[src/rtl/instruction_fetch_buffer_pkg.sv]
// Shared pipeline constants: XLEN, NOP bubble encoding, fetch buffer depth.
// Also reused by the hazard unit and the ID/EX register for bubble insertion.
package instruction_fetch_buffer_pkg;

    localparam int XLEN = 32;

    // ADDI x0,x0,0
    localparam logic [XLEN-1:0] NOP_ENCODING = 32'h0000_0013;

    localparam int FETCH_BUF_DEPTH = 2;

    typedef struct packed {
        logic [XLEN-1:0] pc;
        logic [XLEN-1:0] inst;
    } fetch_word_t;

    function automatic logic [XLEN-1:0] pc_plus4(input logic [XLEN-1:0] pc);
        return pc + 32'd4;
    endfunction

endpackage

[src/rtl/instruction_fetch_buffer_sync_fifo_fwft.sv]
// Generic first-word-fall-through FIFO: storage array, pointers, occupancy.
// Flush empties it at the next edge; storage contents are never cleared.
module instruction_fetch_buffer_sync_fifo_fwft #(
    parameter int WIDTH = 64,
    parameter int DEPTH = 2,
    parameter int PTR_W = $clog2(DEPTH)
) (
    input  logic             clk,
    input  logic             rst,
    input  logic             push,
    input  logic             pop,
    input  logic             flush,
    input  logic [WIDTH-1:0] wdata,
    output logic [WIDTH-1:0] rdata,
    output logic [PTR_W:0]   count,
    output logic             full,
    output logic             empty
);

    logic [WIDTH-1:0] mem [DEPTH];
    logic [PTR_W-1:0] wr_ptr;
    logic [PTR_W-1:0] rd_ptr;

    // Pointer and occupancy bookkeeping; pointers wrap since DEPTH is 2^PTR_W
    always_ff @(posedge clk or posedge rst) begin
        if (rst) begin
            wr_ptr <= '0;
            rd_ptr <= '0;
            count  <= '0;
        end else if (flush) begin
            wr_ptr <= '0;
            rd_ptr <= '0;
            count  <= '0;
        end else begin
            if (push)
                wr_ptr <= wr_ptr + PTR_W'(1);
            if (pop)
                rd_ptr <= rd_ptr + PTR_W'(1);
            unique case ({push, pop})
                2'b10:   count <= count + (PTR_W+1)'(1);
                2'b01:   count <= count - (PTR_W+1)'(1);
                default: count <= count;
            endcase
        end
    end

    // Storage write; contents need no reset since count gates visibility
    always_ff @(posedge clk) begin
        if (push)
            mem[wr_ptr] <= wdata;
    end

    assign rdata = mem[rd_ptr];
    assign full  = (count == (PTR_W+1)'(DEPTH));
    assign empty = (count == '0);

endmodule

[src/rtl/instruction_fetch_buffer.sv]
// Fetch-to-decode buffer: FWFT FIFO of {pc, inst} pairs with flush priority,
// NOP substitution when empty and the PC+4 adder for decode.
module instruction_fetch_buffer
    import instruction_fetch_buffer_pkg::*;
#(
    parameter int              DEPTH    = FETCH_BUF_DEPTH,
    parameter int              PTR_W    = $clog2(DEPTH),
    parameter logic [XLEN-1:0] NOP_INST = NOP_ENCODING
) (
    input  logic            CLK,
    input  logic            RESET,
    input  logic            IF_VALID,
    input  logic [XLEN-1:0] IF_INST,
    input  logic [XLEN-1:0] IF_PC,
    output logic            IF_READY,
    input  logic            ID_STALL,
    input  logic            FLUSH,
    output logic            ID_VALID,
    output logic [XLEN-1:0] ID_INST,
    output logic [XLEN-1:0] ID_PC,
    output logic [XLEN-1:0] ID_PC_PLUS4,
    output logic [PTR_W:0]  COUNT
);

    fetch_word_t wr_word;
    fetch_word_t head;
    logic        push;
    logic        pop;
    logic        full;
    logic        empty;

    // Flush wins: the word on IF_* and the head are both discarded
    assign push = IF_VALID & IF_READY & ~FLUSH;
    assign pop  = ID_VALID & ~ID_STALL & ~FLUSH;

    assign wr_word.pc   = IF_PC;
    assign wr_word.inst = IF_INST;

    instruction_fetch_buffer_sync_fifo_fwft #(
        .WIDTH ($bits(fetch_word_t)),
        .DEPTH (DEPTH),
        .PTR_W (PTR_W)
    ) u_fifo (
        .clk   (CLK),
        .rst   (RESET),
        .push  (push),
        .pop   (pop),
        .flush (FLUSH),
        .wdata (wr_word),
        .rdata (head),
        .count (COUNT),
        .full  (full),
        .empty (empty)
    );

    // Ready depends on registered occupancy only
    assign IF_READY    = ~full;
    assign ID_VALID    = ~empty;
    assign ID_INST     = ID_VALID ? head.inst : NOP_INST;
    assign ID_PC       = ID_VALID ? head.pc : '0;
    assign ID_PC_PLUS4 = ID_VALID ? pc_plus4(head.pc) : '0;

endmodule

[config.mk]
export PLATFORM = sky130hd
export DESIGN_NAME = instruction_fetch_buffer
export DESIGN_NICKNAME = d
export VERILOG_FILES = /design/src/rtl/instruction_fetch_buffer_pkg.sv /design/src/rtl/instruction_fetch_buffer_sync_fifo_fwft.sv /design/src/rtl/instruction_fetch_buffer.sv
export SDC_FILE = /design/constraint.sdc
export NUM_CORES = 1
export LEC_CHECK = 0
export CAP_MARGIN = 20
export CORE_MARGIN = 2
export CORE_UTILIZATION = 52
export CTS_CLUSTER_DIAMETER = 50
export DETAILED_ROUTE_END_ITERATION = 10
export MAX_ROUTING_LAYER = met4
export PLACE_DENSITY = 0.91
export SLEW_MARGIN = 20
export SYNTH_ARGS = -nofsm -noshare
export SYNTH_HDL_FRONTEND = slang
export SYNTH_SLANG_ARGS = --single-unit
[constraint.sdc]
create_clock -name CLK -period 12.6 [get_ports CLK]
set_input_delay 3.78 -clock CLK [delete_from_list [all_inputs] [get_ports CLK]]
set_output_delay 3.78 -clock CLK [all_outputs]
set_load 0.01 [all_outputs]
; Word-level counts from Yosys, hierarchy flattened
; Memory sizes are Yosys's and may differ from the RTL's.
; Cells that the tools add are included.
[totals]
input_bits = 69
elab_cells = 35
ramBits = 128
register_bits = 4
mem_count = 1
[op_classes]
n_reduce_logical = 4
bitwise_logic = 8
muxes = 11
eq_ne = 3
n_addsub = 5
[memory_table]
columns = name, words, word_bits, rd, rd_ports_with_merged_regs, wr, line_no
row1 = u_fifo.mem, 2, 64, 1, 0, 1, instruction_fetch_buffer_sync_fifo_fwft.sv:20  ; logic [WIDTH-1:0] mem [DEPTH];
[ops]
columns = operator, count
row1 = 32-bit 2-to-1 mux, 3
row2 = "32-bit by 3-bit adder with 32-bit output, second input constant", 1
row3 = 1-bit 2-to-1 mux, 6
row4 = 1-bit AND, 4
row5 = "2-bit equality test, second input constant", 2
row6 = 1-bit NOT, 4
row7 = 2-bit one-hot mux with 2 select lines, 1
row8 = 2-bit nonzero test, 2
row9 = 3-bit nonzero test, 1
row10 = "1-bit adder, second input constant", 2
row11 = "2-bit by 1-bit adder with 2-bit output, second input constant", 1
row12 = "2-bit by 1-bit equality test with 1-bit output, second input constant", 1
row13 = 2-bit logical NOT, 1
row14 = 2-bit 2-to-1 mux, 1
row15 = "2-bit by 1-bit subtractor with 2-bit output, second input constant", 1

; Depth between registers and ports, before layout
; Gate-level depths: netlist of run 1.
[logic_depth]
depth_word = 7
ltp_mapped = 11

; Hierarchy
; Synthesis of run 1 repeated with hierarchy kept, for this count alone.
[unflattened]
hier_cells = 424
area_unflattened_um2 = 6292.3
[by_module_without_submodules]
columns = module, area_per_inst_um2, instances, seq_area_each_um2, cells_each
row1 = instruction_fetch_buffer_sync_fifo_fwft, 5038.6, 1, 3943.8, 221
row2 = instruction_fetch_buffer, 1253.7, 1, 0.0, 203

; Worst setup path after synthesis of run 1
; No wires, ideal clock.
[synth_timing]
path_kind = input to register
startpoint = input port IF_VALID
endpoint = memory u_fifo.mem[1][0] (enable)
setup_slack_ns = 3.472
t_required_ns = 12.021
t_arrival_ns = 8.549
cell_stages = 2
path_buffers = 0
setup_ns = 0.579
cell_sequence = nand2_1 -> nor3b_1
[synth_between]
elab_chain_cells = 4
[synth_lines]
columns = item, line_no
row1 = "start, declared", instruction_fetch_buffer.sv:12  ; input logic IF_VALID,
row2 = 1-bit AND (2 in a row), instruction_fetch_buffer.sv:33  ; assign push = IF_VALID & IF_READY & ~FLUSH;
row3 = 1-bit 2-to-1 mux, instruction_fetch_buffer_sync_fifo_fwft.sv:49  ; if (push)
row4 = 1-bit 2-to-1 mux (implied by the code), instruction_fetch_buffer_sync_fifo_fwft.sv:50  ; mem[wr_ptr] <= wdata;
row5 = "end, declared", instruction_fetch_buffer_sync_fifo_fwft.sv:20
; No other way between the ends.

; Worst setup path after layout of run 1
[layout_timing]
startpoint = register u_fifo.rd_ptr
endpoint = output port ID_PC_PLUS4[28]
[layout_between]
elab_chain_cells = 3
[layout_lines]
columns = item, line_no
row1 = "start, declared", instruction_fetch_buffer_sync_fifo_fwft.sv:22  ; logic [PTR_W-1:0] rd_ptr;
row2 = "start signal, assigned", instruction_fetch_buffer_sync_fifo_fwft.sv:38  ; rd_ptr <= rd_ptr + PTR_W'(1);
row3 = memory read 2 x 64 bit, --
row4 = 32-bit by 3-bit adder with 32-bit output, instruction_fetch_buffer_pkg.sv:18  ; return pc + 32'd4;
row5 = 32-bit 2-to-1 mux, instruction_fetch_buffer.sv:61  ; assign ID_PC_PLUS4 = ID_VALID ? pc_plus4(head.pc) : '0;
row6 = "end, declared", instruction_fetch_buffer.sv:21  ; output logic [XLEN-1:0] ID_PC_PLUS4,
; No other way between the ends.

==> flow_summary.ini, run 1 <==
[outcome]
outcome = finished, final reports clean

[finish]
fin_util_pct = 73.8
n_antenna_cell = 0
final_cell_area_mm2 = 0.00839
layout-drive-gt1-share_pct = 8.74
nNetsFinal = 686
stdcell_count = 772
area_growth_pct = 39.1

[floorplan]
num_rows = 39
core_mm2 = 0.0114
die_h_um = 112
start_util_pct = 53.1
boundaryPins = 169
die-width_um = 112
die-area_mm2 = 0.0125

[routing]
vias = 4386
drtIter0Drc = 290
drt_pre_antenna_iters = 5
avgViaCountPerCell = 5.68
drt-wirelength-per-cell_um = 19.4
wirelength_um = 15000
ant_nets = 0
drc = 0

[sta]
slew_headroom_pct = 41.7
timing.hold.ws_ns = 0.606
fin_crit_ns = 7.75
worst_pin_slew_ns = 0.874
rsz0062_at_grt = false
tns_ns = 0
hold_viol_final = 0
skew_ns = 0.0132
clock.fmax_mhz = 129
layout_worst_path_cycle_share_pct = 61.5
setup_viol = 0
layout_setup_ws_ns = 4.85
slew_viol_final = 0

[hold_path]
min_from = u_fifo.wr_ptr
hp-class = reg2reg

[power]
p_leak_nw = 2.81
p_per_area_mw_per_mm2 = 138
ir_worst_vdd_v = 0.000105
power_mw = 1.16

[job]
cap_violations = 0

[logic_synthesis]
synth-compound-area-share_pct = 5.16
seq_area_frac_synth_pct = 65.4
synth_top_family_by_area = simple AND/OR/NAND/NOR gates
synth_xor_area_share_pct = 1.74
synthFlopType = edfxtp_1
synthTopCellsByArea = edfxtp_1, mux2i_1, nor2_1
netlist_instances = 447
synth-seq-cells = 132
avgSynthCellArea_um2 = 13.5
yosysWarnings = 0
synthAdderAreaFrac_pct = 0.207
synthArstFlopShare_pct = 3.03
netlist_area_mm2 = 0.00603
synth_edf_count = 128
synth_cell_types = 49
synth_nets = 517
yosys.area.top_type = edfxtp_1
yosysTopAreaCellShare_pct = 63.7
yosys.area_share.simple_pct = 13.6
muxShareOfSynthArea_pct = 11.5

[global_routing]
grt_pass1_wl_um = 22600
grt_pass1_vias = 4488
antenna_found_initial = 0
grt_max_degree = 76
grt_overflow_total = 0
grtUsageTotal_pct = 24.2

[setup_path]
crit_path_end_kind = output port
critPathKind = reg2out
slowest_delay_ns = 0.75
slowest_stage = dfrtp_4
startpoint = u_fifo.rd_ptr
rr_startpoint = u_fifo.count[0]
cp-start-kind = flip-flop
crit_chain = mux2_2 > ha_1 > inv_1 > a211oi_2 > nand3_1 > nor4_1 > mux2_1 > clkdlybuf4s50_1
rrSetupSlack_ns = 10.51
arrival_ns = 3.97
worst_ep_required_time_ns = 8.82
critical_path.max_fanout = 41

[place]
pre_cts_ws_ns = 5.36
place_area_mm2 = 0.00782
io_buffers = 168
dp_hpwl_um = 9890
placed_cells = 740
gp_congestion = 0.886

[cts]
clock_path_buffers = 2
cts_tree = yes
clock_sinks = 132
holdBufCountCts = 0
post_cts_resized = 0
cts-root-buf = clkbuf_16
clkLatencyLatePin_ns = 0.41
numCtsBuffers = 17
clk_pin_slew_ns = 0.05
htree_levels = 4
cts_setup_buffers = 0
[layout by cell type, fill, tap and decap left out, types with 3 or more instances in the layout]
cell type	instances
nand4_1	7
a21oi_1	7
dfrtp_1	3
inv_1	5
o31ai_1	8
nand2b_1	6
nand2_1	30
clkbuf_16	17
o21ai_0	11
mux2_2	3
buf_4	5
xnor2_1	11
nor2_1	78
a31oi_1	3
nand4b_4	3
mux2i_1	60
clkinv_4	3
clkinv_2	4
and2_1	9
nand3_1	12
mux2_1	4
o41ai_1	3
edfxtp_1	128
clkdlybuf4s50_1	168
[Yosys cell counts, drive strengths merged (2+ instances only)]
library cell and n:
o31ai 8, nor2 79, nand2b 6, mux2i 61
clkbuf 10, o41ai 3, nor3 4, nand3b 2
o21ai 11, or3 2, nor4 3, and2 9
nand3 12, inv 5, nand4 9, a22oi 2
xnor2 11, a31oi 3, mux2 7, nand4b 5
a21oi 7, nand2 30, edfxtp 128, dfrtp 4
buf 13
[sequential cells by signal (all words and copies together) (netlist names)]
| signal | cells |
|---|---|
| u_fifo.count | 2 |
| u_fifo.mem | 128 |
| u_fifo.rd_ptr | 1 |
| u_fifo.wr_ptr | 1 |
[final timing paths]
check                                         end  depth (start not counted)
worst min register to register      u_fifo.wr_ptr                          2
worst min-delay path                u_fifo.wr_ptr                          2
worst max register to register  u_fifo.mem[1][52]                          5
max in group asynchronous           u_fifo.rd_ptr                          2
min in group asynchronous         u_fifo.count[0]                          2
worst max-delay path              ID_PC_PLUS4[28]                          8
[cell families after synthesis]
family | after synthesis
AO/OA/AOI/OAI | 43
XOR/XNOR | 12
adder cells (fa/ha/maj) | 1
buffers and inverters | 28
flip-flops | 132
multiplexers | 68
AND/OR/NAND/NOR | 163
[power by group]
group          switching (mW)  internal, mW
sequential             0.0121         0.503
clock                   0.177         0.289
combinational          0.0857        0.0898
total                   0.274         0.882
[layout make-up]
cell class              count  area, um2
flip-flops and latches    132       3950
clock buffers              18        429
clock inverters            14        138
well taps                 143        179
inverters                   5       18.8
multi-input cells         287       1960
repair buffers            173       1720
fillers                   694       2980
[per-layer routing]
| layer | share of wire, % | global-route usage (%) | wire length [um] |
|---|---|---|---|
| met5 | 0 | - | 0 |
| met4 | 4.0 | 12.3 | 601 |
| met3 | 8.2 | 7.19 | 1220 |
| met2 | 51 | 40.4 | 7570 |
| met1 | 37 | 26.2 | 5580 |
[critical path: cells and delay by family, from the launching register on]
| kind | cells | cell delay, ns |
|---|---|---|
| flip-flops | 1 | 0.75 |
| AO/OA/AOI/OAI | 1 | 0.39 |
| adder cells (fa/ha/maj) | 1 | 0.19 |
| multiplexers | 2 | 0.66 |
| AND/OR/NAND/NOR | 2 | 1.01 |
| buffers and inverters | 2 | 0.56 |
Power figures use the tool's default switching activity.
==> run 2, diff against run 1 <==
--- a/config.mk
+++ b/config.mk
@@ -7,11 +7,11 @@
 export LEC_CHECK = 0
 export CAP_MARGIN = 20
 export CORE_MARGIN = 2
-export CORE_UTILIZATION = 52
+export CORE_UTILIZATION = 44
 export CTS_CLUSTER_DIAMETER = 50
 export DETAILED_ROUTE_END_ITERATION = 10
 export MAX_ROUTING_LAYER = met4
-export PLACE_DENSITY = 0.91
+export PLACE_DENSITY = 0.82
 export SLEW_MARGIN = 20
 export SYNTH_ARGS = -nofsm -noshare
 export SYNTH_HDL_FRONTEND = slang
==> constraint.sdc (replaced) <==
create_clock -name CLK -period 6.89 [get_ports CLK]
set_input_delay 2.067 -clock CLK [delete_from_list [all_inputs] [get_ports CLK]]
set_output_delay 2.067 -clock CLK [all_outputs]
set_load 0.01 [all_outputs]
==> flow_summary.ini, run 2 (synthesis results as in run 1) <==
[outcome]
outcome = finished, final reports clean

[floorplan]
start_util_pct = 45.4
core_mm2 = 0.0133
die-area_mm2 = 0.0147
boundaryPins = 169
num_rows = 42
die_h_um = 121
die-width_um = 121

[sta]
rsz0062_at_grt = false
layout_worst_path_cycle_share_pct = 89.9
setup_viol = 0
fin_crit_ns = 6.20
slew_viol_final = 0
clock.fmax_mhz = 161
hold_viol_final = 0
tns_ns = 0
slew_headroom_pct = 41.4
worst_pin_slew_ns = 0.879
skew_ns = 0.00655

[setup_path]
cp-start-kind = flip-flop
critical_path.max_fanout = 53
reg2reg_depth = 5
cpLargestDelayFamily = simple AND/OR/NAND/NOR gates
critPathKind = reg2out
arrival_ns = 4.13
crit_path_end_kind = output port
crit_chain = mux2_2 > ha_1 > inv_1 > a211oi_2 > nand3_1 > nor4_1 > mux2_1 > clkdlybuf4s50_1
critPathBufInv = 2
rr_startpoint = u_fifo.count[0]
slowest_stage = dfrtp_4
rrSetupSlack_ns = 4.72
slowest_delay_ns = 0.88
worst_ep_required_time_ns = 4.82
worstReg2RegEnd = u_fifo.mem[1][60]

[finish]
area_growth_pct = 40.0
mostFrequentLayoutCells = clkdlybuf4s50_1, edfxtp_1, nor2_1
regMostFlops = u_fifo.mem
layout-drive-gt1-share_pct = 9.08
n_antenna_cell = 0
largest_registers = u_fifo.mem: 128 flops, u_fifo.count: 2 flops
layout_commonest_cell = clkdlybuf4s50_1
final_cell_area_mm2 = 0.00844
largest_reg_flops = 128
multiInputGateArea_mm2 = 0.00197
fillCellCount = 984
nNetsFinal = 685
seqCellArea_mm2 = 0.00395
fin_util_pct = 63.5

[cts]
numCtsBuffers = 17
clock_sinks = 132
clock_path_buffers = 2
cts_tree = yes
cts_setup_buffers = 0
htree_levels = 4
holdBufCountCts = 0
clkLatencyLatePin_ns = 0.41
cts-root-buf = clkbuf_16
post_cts_resized = 0
clk_pin_slew_ns = 0.06

[hold_path]
hold_depth = 2
min_from = u_fifo.wr_ptr
min_to = u_fifo.wr_ptr
hp-class = reg2reg

[power]
switching_share_pct = 24.7
p_per_area_mw_per_mm2 = 250
p_comb_share_pct = 15.0
seqPwrFrac_pct = 44.7
p_leak_nw = 2.81
clkPwrFrac_pct = 40.4
p_int_mw = 1.59
ir_worst_vdd_v = 0.000274
p_sw_mw = 0.522

[routing]
drt-wirelength-per-cell_um = 17.2
avgViaCountPerCell = 5.34
drc = 0
drtIter0Drc = 369
drt_pre_antenna_iters = 5
vias = 4296
wirelength_um = 13800
ant_nets = 0

[global_routing]
grt_overflow_total = 0
grt_pass1_vias = 4408
grtUsageTotal_pct = 19.8
grt_pass1_wl_um = 21500
antenna_found_initial = 0
grt_max_degree = 76

[place]
gp_congestion = 0.886
io_buffers = 168
place_area_mm2 = 0.00787
dp_hpwl_um = 9430

[job]
cap_violations = 0
-- run 2: layout make-up --
class	count	area share, %
clock buffer	17	5.04
clock inverter	15	1.75
inverter	5	0.222
multi-input combinational	287	23.3
sequential	132	46.8
tap	176	2.61
timing repair buffer	172	20.3
-- run 2: routing by layer --
metal	vias to the layer above	routed length, um	track usage, %
li1	2011	-	-
met1	2070	5390	21.8
met2	193	6910	32.2
met3	22	1290	7.42
met4	0	241	8.28
met5	-	0	-
-- run 2: power groups by stage --
stage / clock network (mW) / logic [mW] / registers [mW]
after floorplan: 0 / 0.158 / 0.949
after global placement: 0 / 0.311 / 0.958
after detailed placement: 0 / 0.316 / 0.960
after CTS: 0.869 / 0.318 / 0.943
after global routing: 0.908 / 0.339 / 0.947
final: 0.852 / 0.316 / 0.943
-- run 2: worst max-delay path by stage --
| stage | start | endpoint | slack [ns] | cells past startpoint |
|---|---|---|---|---|
| 3_3_place_gp | u_fifo.rd_ptr | ID_PC_PLUS4[28] | 1.23 | 8 |
| 5_1_grt | u_fifo.rd_ptr | ID_PC_PLUS4[28] | 0.46 | 8 |
| 2_1_floorplan | IF_VALID | u_fifo.mem[1][0] | 1.73 | 2 |
| 3_5_place_dp | u_fifo.rd_ptr | ID_PC_PLUS4[28] | 1.12 | 8 |
| 6_report | u_fifo.rd_ptr | ID_PC_PLUS4[28] | 0.69 | 8 |
| 4_1_cts | u_fifo.rd_ptr | ID_PC_PLUS4[28] | 0.67 | 8 |
-- run 2: through the flow --
step                worst slack, ns  power (mW)  std cells  hold WS, ns
global route                  0.459        2.19        804        0.688
finish                        0.693        2.11        804        0.624
global placement               1.23        1.27        772        0.598
floorplan                      1.73        1.11        447        0.535
detailed placement             1.12        1.28        772        0.616
CTS                           0.668        2.13        804        0.633
-- run 2: worst min-delay path, stage by stage (launching register included) --
cell and delay [ns]:
dfrtp_1 0.42, xor2_1 0.09, nor2_1 0.07
